===== config.mk =====
export PLATFORM = sky130hd
export DESIGN_NAME = tristate_bus_arbiter_flat
export DESIGN_NICKNAME = d
export VERILOG_FILES = /design/src/rtl/tristate_bus_arbiter_if.sv /design/src/rtl/tristate_bus_arbiter.sv /design/src/flat_wrapper.sv
export SDC_FILE = /design/constraint.sdc
export NUM_CORES = 1
export LEC_CHECK = 0
export ABC_AREA = 1
export CAP_MARGIN = 20
export CORE_MARGIN = 5
export CORE_UTILIZATION = 40
export DETAILED_ROUTE_END_ITERATION = 16
export DONT_BUFFER_PORTS = 1
export PLACE_DENSITY = 0.56
export SLEW_MARGIN = 20
export SYNTH_ARGS = -nofsm -noshare
export SYNTH_HDL_FRONTEND = slang
export SYNTH_SLANG_ARGS = --single-unit

===== constraint.sdc =====
create_clock -name clk -period 3.66 [get_ports clk]
set_clock_uncertainty 0.05 [all_clocks]
set_input_delay 0 -clock clk [delete_from_list [all_inputs] [get_ports clk]]
set_output_delay 0 -clock clk [all_outputs]
set_load 0.02 [all_outputs]

===== src/rtl/tristate_bus_arbiter_if.sv =====
// Bus-ownership handshake between N tristate requesters and the round-robin arbiter.
// Requesters use the master modport; the arbiter uses the slave modport.
interface tristate_bus_arbiter_if #(
   parameter int N = 4
);
   localparam int OW = (N > 1) ? $clog2(N) : 1;

   logic [N-1:0]  req;
   logic [N-1:0]  en;
   logic          busy;
   logic [OW-1:0] owner;

   modport master (output req, input en, input busy, input owner);
   modport slave  (input req, output en, output busy, output owner);
endinterface


===== src/rtl/tristate_bus_arbiter.sv =====
// Round-robin arbiter generating registered one-hot tristate enables for a shared bus.
// Define TRISTATE_ARB_TURNAROUND_EN to insert one dead bus cycle between owners.
module tristate_bus_arbiter #(
   parameter int N        = 4,
   parameter int MAXBURST = 4
) (
   input logic                   clk,
   input logic                   reset,
   tristate_bus_arbiter_if.slave bus
);
   localparam int OW = (N > 1) ? $clog2(N) : 1;
   localparam int CW = $clog2(MAXBURST + 1);
   localparam logic [CW-1:0] CNT_MAX = CW'(MAXBURST);

   typedef enum logic [1:0] {
      IDLE = 2'd0,
      OWN  = 2'd1,
      TURN = 2'd2
   } state_t;

   state_t        state_q, state_d;
   logic [N-1:0]  en_q, en_d;
   logic [OW-1:0] owner_q, owner_d;
   logic [OW-1:0] last_q, last_d;
   logic [CW-1:0] cnt_q, cnt_d;
   logic [N-1:0]  others;
   logic [N-1:0]  cand;
   logic [OW-1:0] pick;
   logic          release_own;

   // First set bit searching from 'from'+1 upward with wrap-around.
   function automatic logic [OW-1:0] rr_pick(input logic [N-1:0] r, input logic [OW-1:0] from);
      logic [OW-1:0] p;
      int            idx;
      p = from;
      for (int i = N; i >= 1; i--) begin
         idx = (int'(from) + i) % N;
         if (r[idx]) p = OW'(idx);
      end
      return p;
   endfunction

   always_comb begin
      others          = bus.req;
      others[owner_q] = 1'b0;
      release_own     = !bus.req[owner_q] || ((cnt_q == CNT_MAX) && (others != '0));
      cand            = (state_q == OWN) ? others : bus.req;
      pick            = rr_pick(cand, last_q);
   end

   always_ff @(posedge clk or posedge reset) begin
      if (reset) begin
         state_q <= IDLE;
         en_q    <= '0;
         owner_q <= '0;
         last_q  <= OW'(N - 1);
         cnt_q   <= '0;
      end else begin
         state_q <= state_d;
         en_q    <= en_d;
         owner_q <= owner_d;
         last_q  <= last_d;
         cnt_q   <= cnt_d;
      end
   end

   always_comb begin
      state_d = state_q;
      owner_d = owner_q;
      last_d  = last_q;
      cnt_d   = cnt_q;
      case (state_q)
         IDLE: begin
            if (|bus.req) begin
               state_d = OWN;
               owner_d = pick;
               last_d  = pick;
               cnt_d   = CW'(1);
            end
         end
         OWN: begin
            if (release_own) begin
`ifdef TRISTATE_ARB_TURNAROUND_EN
               state_d = TURN;
`else
               // Direct handoff: the new owner is chosen among the others only.
               if (|others) begin
                  state_d = OWN;
                  owner_d = pick;
                  last_d  = pick;
                  cnt_d   = CW'(1);
               end else begin
                  state_d = IDLE;
               end
`endif
            end else if (cnt_q != CNT_MAX) begin
               cnt_d = cnt_q + CW'(1);
            end
         end
`ifdef TRISTATE_ARB_TURNAROUND_EN
         TURN: begin
            // last_q still holds the previous owner, so it is searched last.
            if (|bus.req) begin
               state_d = OWN;
               owner_d = pick;
               last_d  = pick;
               cnt_d   = CW'(1);
            end else begin
               state_d = IDLE;
            end
         end
`endif
         default: state_d = IDLE;
      endcase
   end

   // Enables are decoded from the next state and registered, so req never reaches en combinationally.
   always_comb begin
      en_d = '0;
      if (state_d == OWN) en_d[owner_d] = 1'b1;
   end

   assign bus.en    = en_q;
   assign bus.busy  = |en_q;
   assign bus.owner = owner_q;

endmodule

===== src/flat_wrapper.sv =====
// flat-port wrapper written by rule: the top's interface ports become plain ports
module tristate_bus_arbiter_flat 
#(
   parameter int N        = 4,
   parameter int MAXBURST = 4
)
  (clk, reset, bus_req, bus_en, bus_busy, bus_owner);
  tristate_bus_arbiter_if #(.N(N)) bus_i ();
  input logic clk;
  input logic reset;
  input wire logic [$bits(bus_i.req)-1:0] bus_req;
  output wire logic [$bits(bus_i.en)-1:0] bus_en;
  output wire logic [$bits(bus_i.busy)-1:0] bus_busy;
  output wire logic [$bits(bus_i.owner)-1:0] bus_owner;
  assign bus_i.req = bus_req;
  assign bus_en = bus_i.en;
  assign bus_busy = bus_i.busy;
  assign bus_owner = bus_i.owner;
  tristate_bus_arbiter #(.N(N), .MAXBURST(MAXBURST)) u_core (.clk(clk), .reset(reset), .bus(bus_i));
endmodule

==> impl_metrics.tcl, run 1 <==
set metrics [dict create \
    status "finished clean" \
    yosys_register_bits 13 \
    start_util_pct 41.3 \
    fp.dieW_um 60.1 \
    arrival_ns 2.18 \
    core_um2 2430 \
    worstSetupPathType "flop to flop" \
    fill_cells 246 \
    multi_input_area_um2 591 \
    avgSynthCellArea_um2 7.28 \
    grt_max_degree 14 \
    clock.fmax_mhz 486 \
    hold_path.class "input port to flop" \
    drt-pass1-iter-count 4 \
    clkLatencyLatePin_ns 0.27 \
    period_share_pct 56.2 \
    ys_types 24 \
    tns_ns 0 \
    vias_per_cell 4.95 \
    via_count 856 \
    diodes 0 \
    path_clk_slew_ns 0.07 \
    cp.required_ns 3.78 \
    die_h_um 60.1 \
    first_iter_violations 49 \
    cts_resized 0 \
    drcViolationCount 0 \
    cts-root-buf "clkbuf_4" \
    final-setup-viol-count 0 \
    syn_area_um2 1000 \
    min_period_ns 2.06 \
    die_area_um2 3610 \
    layout.nets 152 \
    cts.sinks 13 \
    p_leak_uw 0.000573 \
    grt_pass1_wl_mm 3.69 \
    power_per_cell_area_nw_per_um2 945 \
    grt_pass1_vias 868 \
    postRouteAntennaNets 0 \
    drive_above_1_share_pct 28.0 \
    cts_buffer_depth 2 \
    synth_nets 146 \
    grtUsageTotal_pct 13.6 \
    portBuffers 0 \
    regArea_um2 328 \
    syn_inst 138 \
    ys_seq_area_share_pct 32.6 \
    cts_buffers 3 \
    antenna_found_initial 0 \
    max_cap_viol_count 0 \
    cts_tree "built" \
    max-vdd-ir-drop_v 0.000441 \
    gp_congestion 0.803 \
    finalHoldViolCount 0 \
    cp-end-kind "flop" \
    area_growth_syn_to_layout_pct 7.35 \
    wl_per_cell_um 11.6 \
    start_kind "flop" \
    hpwl_mm 1.68 \
    io_pins 13 \
    finalMaxSlewViolations 0 \
    gr-total-overflow 0 \
    rsz0062_at_grt "false" \
    yosysWarnings 0 \
    row_count 18 \
    wl_mm 2.02 \
    worstPathMaxFanout 6 \
    htreeDepth 1 \
    power_uw 1020 \
]
## power breakdown
group	internal, uW	switching [uW]	leakage [uW]	total, uW
logic	217	414	0.000396	632
registers	204	98.7	0.000162	302
clock network	42.2	42.8	0.0000150	85.0
## cells in the final DEF, fill, tap and decap left out, types with 3 or more instances in the layout
| master | count |
|---|---|
| inv_2 | 4 |
| nor2_1 | 8 |
| nand2_2 | 15 |
| inv_1 | 18 |
| nor2_2 | 3 |
| nand3_2 | 8 |
| a21oi_1 | 4 |
| clkbuf_4 | 3 |
| nand3_1 | 7 |
| nand2_1 | 35 |
| dfrtp_1 | 11 |
| o21ai_0 | 7 |
| o22ai_1 | 3 |
## through the flow
stage | util (%) | cell area (um2) | instances | hold slack (ns) | setup WS (ns)
final | 44.3 | 1080 | 173 | 0.114 | 1.60
after global routing | 44.3 | 1080 | 173 | 0.151 | 1.33
after CTS | 44.3 | 1080 | 173 | 0.112 | 1.59
after detailed placement | 42.8 | 1040 | 168 | -0.117 | 1.61
after global placement | 42.8 | 1040 | 168 | -0.122 | 1.65
after floorplan | - | 1000 | 138 | -0.174 | 1.85
## layer usage
layer / track usage [%] / wire [um]
met5: 0 / 0
met4: 6.65 / 14
met3: 2.81 / 115
met2: 23.3 / 980
met1: 15.9 / 904
## synth_stat cells, drive strengths merged
cell / number / area (um2)
nor2: 12 / 60.1
conb: 1 / 3.75
or4: 1 / 7.51
nand3: 16 / 133
dfstp: 2 / 52.6
clkinv: 1 / 3.75
ha: 2 / 25.0
a21oi: 4 / 20.0
o21ai: 8 / 43.8
nand4: 2 / 12.5
a31oi: 1 / 21.3
xnor2: 1 / 8.76
o22ai: 3 / 18.8
dfrtp: 11 / 275
inv: 22 / 82.6
nand2: 51 / 236
## layout make-up
type | instances | share of cell area [%]
sequential | 13 | 30.4
inverter | 23 | 8.00
clock buffer | 4 | 2.44
tap | 30 | 3.48
timing repair buffer | 1 | 0.928
multi-input combinational | 102 | 54.8
## worst paths after layout
path | startpoint | depth (start not counted) | slack [ns] | endpoint
max | u_core.bus.owner[1] | 14 | 1.60 | u_core.bus.en[3]
min | bus_req[1] | 5 | 0.11 | u_core.last_q[1]
max reg2reg | u_core.bus.owner[1] | 14 | 1.60 | u_core.bus.en[3]
min reg2reg | u_core.last_q[1] | 2 | 0.48 | u_core.last_q[1]
max in group asynchronous | reset | 2 | 3.09 | u_core.last_q[0]
min in group asynchronous | reset | 2 | 0.13 | u_core.cnt_q[1]
## registers in the layout, summed over array words and instances (netlist names)
register,cells
u_core.bus.en,4
u_core.bus.owner,2
u_core.cnt_q,3
u_core.last_q,2
u_core.state_q,2
## logic make-up (layout without fill, tap and decap cells)
| family | after synthesis | count (layout) | share of synthesized area (%) |
|---|---|---|---|
| AOI/OAI and AO/OA | 16 | 16 | 10.3 |
| other | 1 | 1 | 0.373 |
| buffers and inverters | 23 | 28 | 8.59 |
| xor gates and xnor gates | 1 | 1 | 0.872 |
| adders and majority gates | 2 | 2 | 2.49 |
| and+or+nand+nor | 82 | 82 | 44.7 |
| DFF | 13 | 13 | 32.6 |
## timing repair
| item | CTS | global route |
|---|---|---|
| setup endpoints to repair | 0 | 0 |
| hold buffers | 1 | 0 |
| setup buffers | 0 | 0 |
| hold endpoints to repair | 13 | 0 |
## critical path, stage by stage (launching register included)
cell,delay [ns]
dfrtp_1,0.50
inv_1,0.14
nand2_1,0.08
nand2_1,0.14
nand4_1,0.17
nor2_1,0.17
inv_1,0.12
o21ai_0,0.16
inv_1,0.07
nand2_2,0.08
nand3_2,0.09
nand2_2,0.07
inv_1,0.04
nand2_1,0.05
inv_1,0.03
Power figures use the tool's default switching activity.
==> inputs of run 2 (changes only) <==
--- a/config.mk
+++ b/config.mk
@@ -5,7 +5,7 @@
 export SDC_FILE = /design/constraint.sdc
 export NUM_CORES = 1
 export LEC_CHECK = 0
-export ABC_AREA = 1
+export ABC_AREA = 0
 export CAP_MARGIN = 20
 export CORE_MARGIN = 5
 export CORE_UTILIZATION = 40
==> constraint.sdc (replaced) <==
create_clock -name clk -period 1.9 [get_ports clk]
set_clock_uncertainty 0.05 [all_clocks]
set_input_delay 0 -clock clk [delete_from_list [all_inputs] [get_ports clk]]
set_output_delay 0 -clock clk [all_outputs]
set_load 0.02 [all_outputs]
==> run 2 against run 1 <==
The flow now finishes with violations (negative setup slack). Largest power group unchanged. Count of clock-buffer cells in the layout is 1 lower. Sequential share of layout area about the same. Non-clock buffer count rose by 12. Critical path depth decreased by 10. Global-route usage decreased by 1.1 points. Fmax up 6.7%. First-iteration DRC count down 61%. Flip-flop and latch count is the same. Via count fell by 12%. Largest cell class unchanged. Final cell count down 26%. Area after synthesis fell by 9.8%. Total power is 46% higher.
==> impl_metrics.tcl, run 2 <==
set metrics [dict create \
    worstPathMaxFanout 7 \
    max-vdd-ir-drop_v 0.000679 \
    vias_per_cell 5.89 \
    ys_types 46 \
    internal_power_uw 855 \
    clock.fmax_mhz 518 \
    violations "negative setup slack" \
    synth_ff_type "dfrtp_1" \
    path_cells "mux4_2, a31o_4, a21oi_4, mux2_2" \
    timing.rr.end "u_core.last_q[0]" \
    hold_depth 3 \
    gp_congestion 0.741 \
    core_um2 2190 \
    drt-pass1-iter-count 3 \
    r2r_setup_slack_ns -0.03 \
    drcViolationCount 0 \
    min_period_ns 1.93 \
    row_count 17 \
    area_growth_syn_to_layout_pct 20.0 \
    cp-end-kind "flop" \
    cts-root-buf "clkbuf_4" \
    final_cells 128 \
    syn_inst 90 \
    fp.dieW_um 57.6 \
    hpwl_mm 1.51 \
    min_from "bus_req[0]" \
    rsz0062_at_grt "true" \
    max_stage_delay_ns 0.56 \
    via_count 754 \
    final-setup-viol-count 5 \
    r2r-start "u_core.bus.owner[1]" \
    fill_cells 197 \
    io_pins 13 \
    slowest_stage "mux4_2" \
    synth.most_common_cell "dfrtp_1" \
    power_per_cell_area_nw_per_um2 1370 \
    utilization_pct 49.6 \
    syn_area_um2 906 \
    grt_pass1_vias 722 \
    ys_seq_area_share_pct 36.2 \
    grtUsageTotal_pct 12.5 \
    cts_buffers 3 \
    most-common-layout-cells "11 x buf_4, 9 x dfrtp_1, 6 x inv_1" \
    status "complete, but fails checks" \
    cts_tree "built" \
    net-switching-power_uw 629 \
    wl_per_cell_um 16.2 \
    final_common_cell "buf_4" \
    synthArstFlopShare_pct 100 \
    postRouteAntennaNets 0 \
    avgSynthCellArea_um2 10.1 \
    clkLatencyLatePin_ns 0.28 \
    swShare_pct 42.4 \
    largest_register_ff_count 4 \
    max_cap_viol_count 0 \
    grt_max_degree 14 \
    gr-total-overflow 0 \
    antenna_found_initial 0 \
    first_iter_violations 19 \
    worstSetupPathType "flop to flop" \
    wl_mm 2.08 \
    synth_top_area_share_pct 30.4 \
    drive_above_1_share_pct 37.0 \
    synthTopCellsByArea "dfrtp_1 30%, mux2_2 6.2%, dfstp_2 5.8%, a31o_2 3.9%, ha_1 2.8%" \
    place_inst 119 \
    hold_path_end "u_core.state_q[0]" \
    yosysWarnings 0 \
    reg2regPathDepth 4 \
    clkPwrFrac_pct 11.8 \
    cts_buffer_depth 2 \
    die_h_um 57.6 \
    arrival_ns 2.10 \
    synthTopCellsByCount "11 x dfrtp_1, 6 x inv_1, 6 x nand2_1, 5 x mux2_2, 4 x a31o_2" \
    path_clk_slew_ns 0.09 \
    start_kind "flop" \
    period_share_pct 102 \
    p_leak_uw 0.000480 \
    synth_nets 98 \
    yosys_register_bits 13 \
    start_util_pct 41.3 \
    synth_top_cell_by_area "dfrtp_1" \
    p_seq_share_pct 37.3 \
    fin_ws_ns -0.0292 \
    share_comb_of_total_power_pct 50.9 \
    diodes 0 \
    htreeDepth 1 \
    cp.required_ns 2.07 \
    finalMaxSlewViolations 0 \
    synth_edf_count 0 \
    cts.sinks 13 \
    grt_pass1_wl_mm 3.28 \
    portBuffers 0 \
    layout.nets 109 \
    die_area_um2 3320 \
    hold_path.class "input port to flop" \
    finalHoldViolCount 0 \
]
-- run 2: logic make-up (layout without fill, tap and decap cells) --
group	after synthesis	count (layout)	synth area share, %
compound gates	27	27	24.9
fa+ha+maj	2	2	2.76
buf+inv	13	23	7.87
flops	13	13	36.2
mux	8	8	10.9
other cells	1	1	0.414
simple gates	26	26	17.0
-- run 2: how the worst max path moves through the flow --
| stage | from | to | depth (start not counted) |
|---|---|---|---|
| detailed placement | u_core.bus.owner[1] | u_core.last_q[0] | 4 |
| global route | u_core.bus.owner[1] | u_core.last_q[1] | 4 |
| floorplan | u_core.bus.owner[1] | u_core.bus.owner[1] | 5 |
| CTS | u_core.bus.owner[1] | u_core.last_q[1] | 4 |
| global placement | u_core.bus.owner[1] | u_core.bus.owner[1] | 4 |
| finish | u_core.bus.owner[1] | u_core.last_q[0] | 4 |
-- run 2: through the flow --
| stage | setup slack, ns | instance area [um2] | TNS (ns) | hold slack, ns | total power (uW) |
|---|---|---|---|---|---|
| 2_1_floorplan | -0.0985 | 926 | -0.437 | -0.175 | 1060 |
| 3_3_place_gp | 0.0135 | 972 | 0 | -0.112 | 1180 |
| 3_5_place_dp | -0.0282 | 972 | -0.105 | -0.110 | 1200 |
| 4_1_cts | -0.0419 | 1010 | -0.174 | 0.0111 | 1380 |
| 5_1_grt | -0.107 | 1090 | -0.643 | 0.0739 | 1570 |
| 6_report | -0.0292 | 1090 | -0.140 | 0.0476 | 1480 |
-- run 2: power by group through the flow --
stage | logic [uW] | clock network, uW | registers, uW
floorplan | 561 | 0 | 499
global placement | 638 | 0 | 546
detailed placement | 646 | 0 | 552
CTS | 651 | 179 | 549
global route | 805 | 195 | 574
finish | 755 | 176 | 554
-- run 2: what timing repair did --
| item | in CTS | in global routing |
|---|---|---|
| endpoints found under the hold margin | 13 | 0 |
| pin swaps | 1 | 6 |
| buffers inserted | 0 | 4 |
| setup endpoints to repair | 5 | 10 |
| hold buffers | 1 | 0 |
| resized for setup | 0 | 8 |
-- run 2: layer usage --
layer	share of wire, %	global-route usage [%]	vias up
met2	50	19.4	12
met4	1.0	5.96	0
li1	-	-	359
met1	46	17.1	381
met5	0	0	-
met3	3.7	1.58	2
-- run 2: critical path, delay by kind of cell, from the launching register on --
kind / cells / cell delay [ns]
AO/OA/AOI/OAI: 2 / 0.46
multiplexers: 2 / 0.92
flip-flops: 1 / 0.43
-- run 2: final cells by class --
cell class                 instances  area, um2  share of cell area (%)
inverter                           6       22.5                    2.07
multi-input combinational         64        568                    52.2
clock inverter                     1       5.00                   0.460
timing repair buffer              13        104                    9.55
clock buffer                       3       22.5                    2.07
sequential                        13        330                    30.4
tap                               28       35.0                    3.22
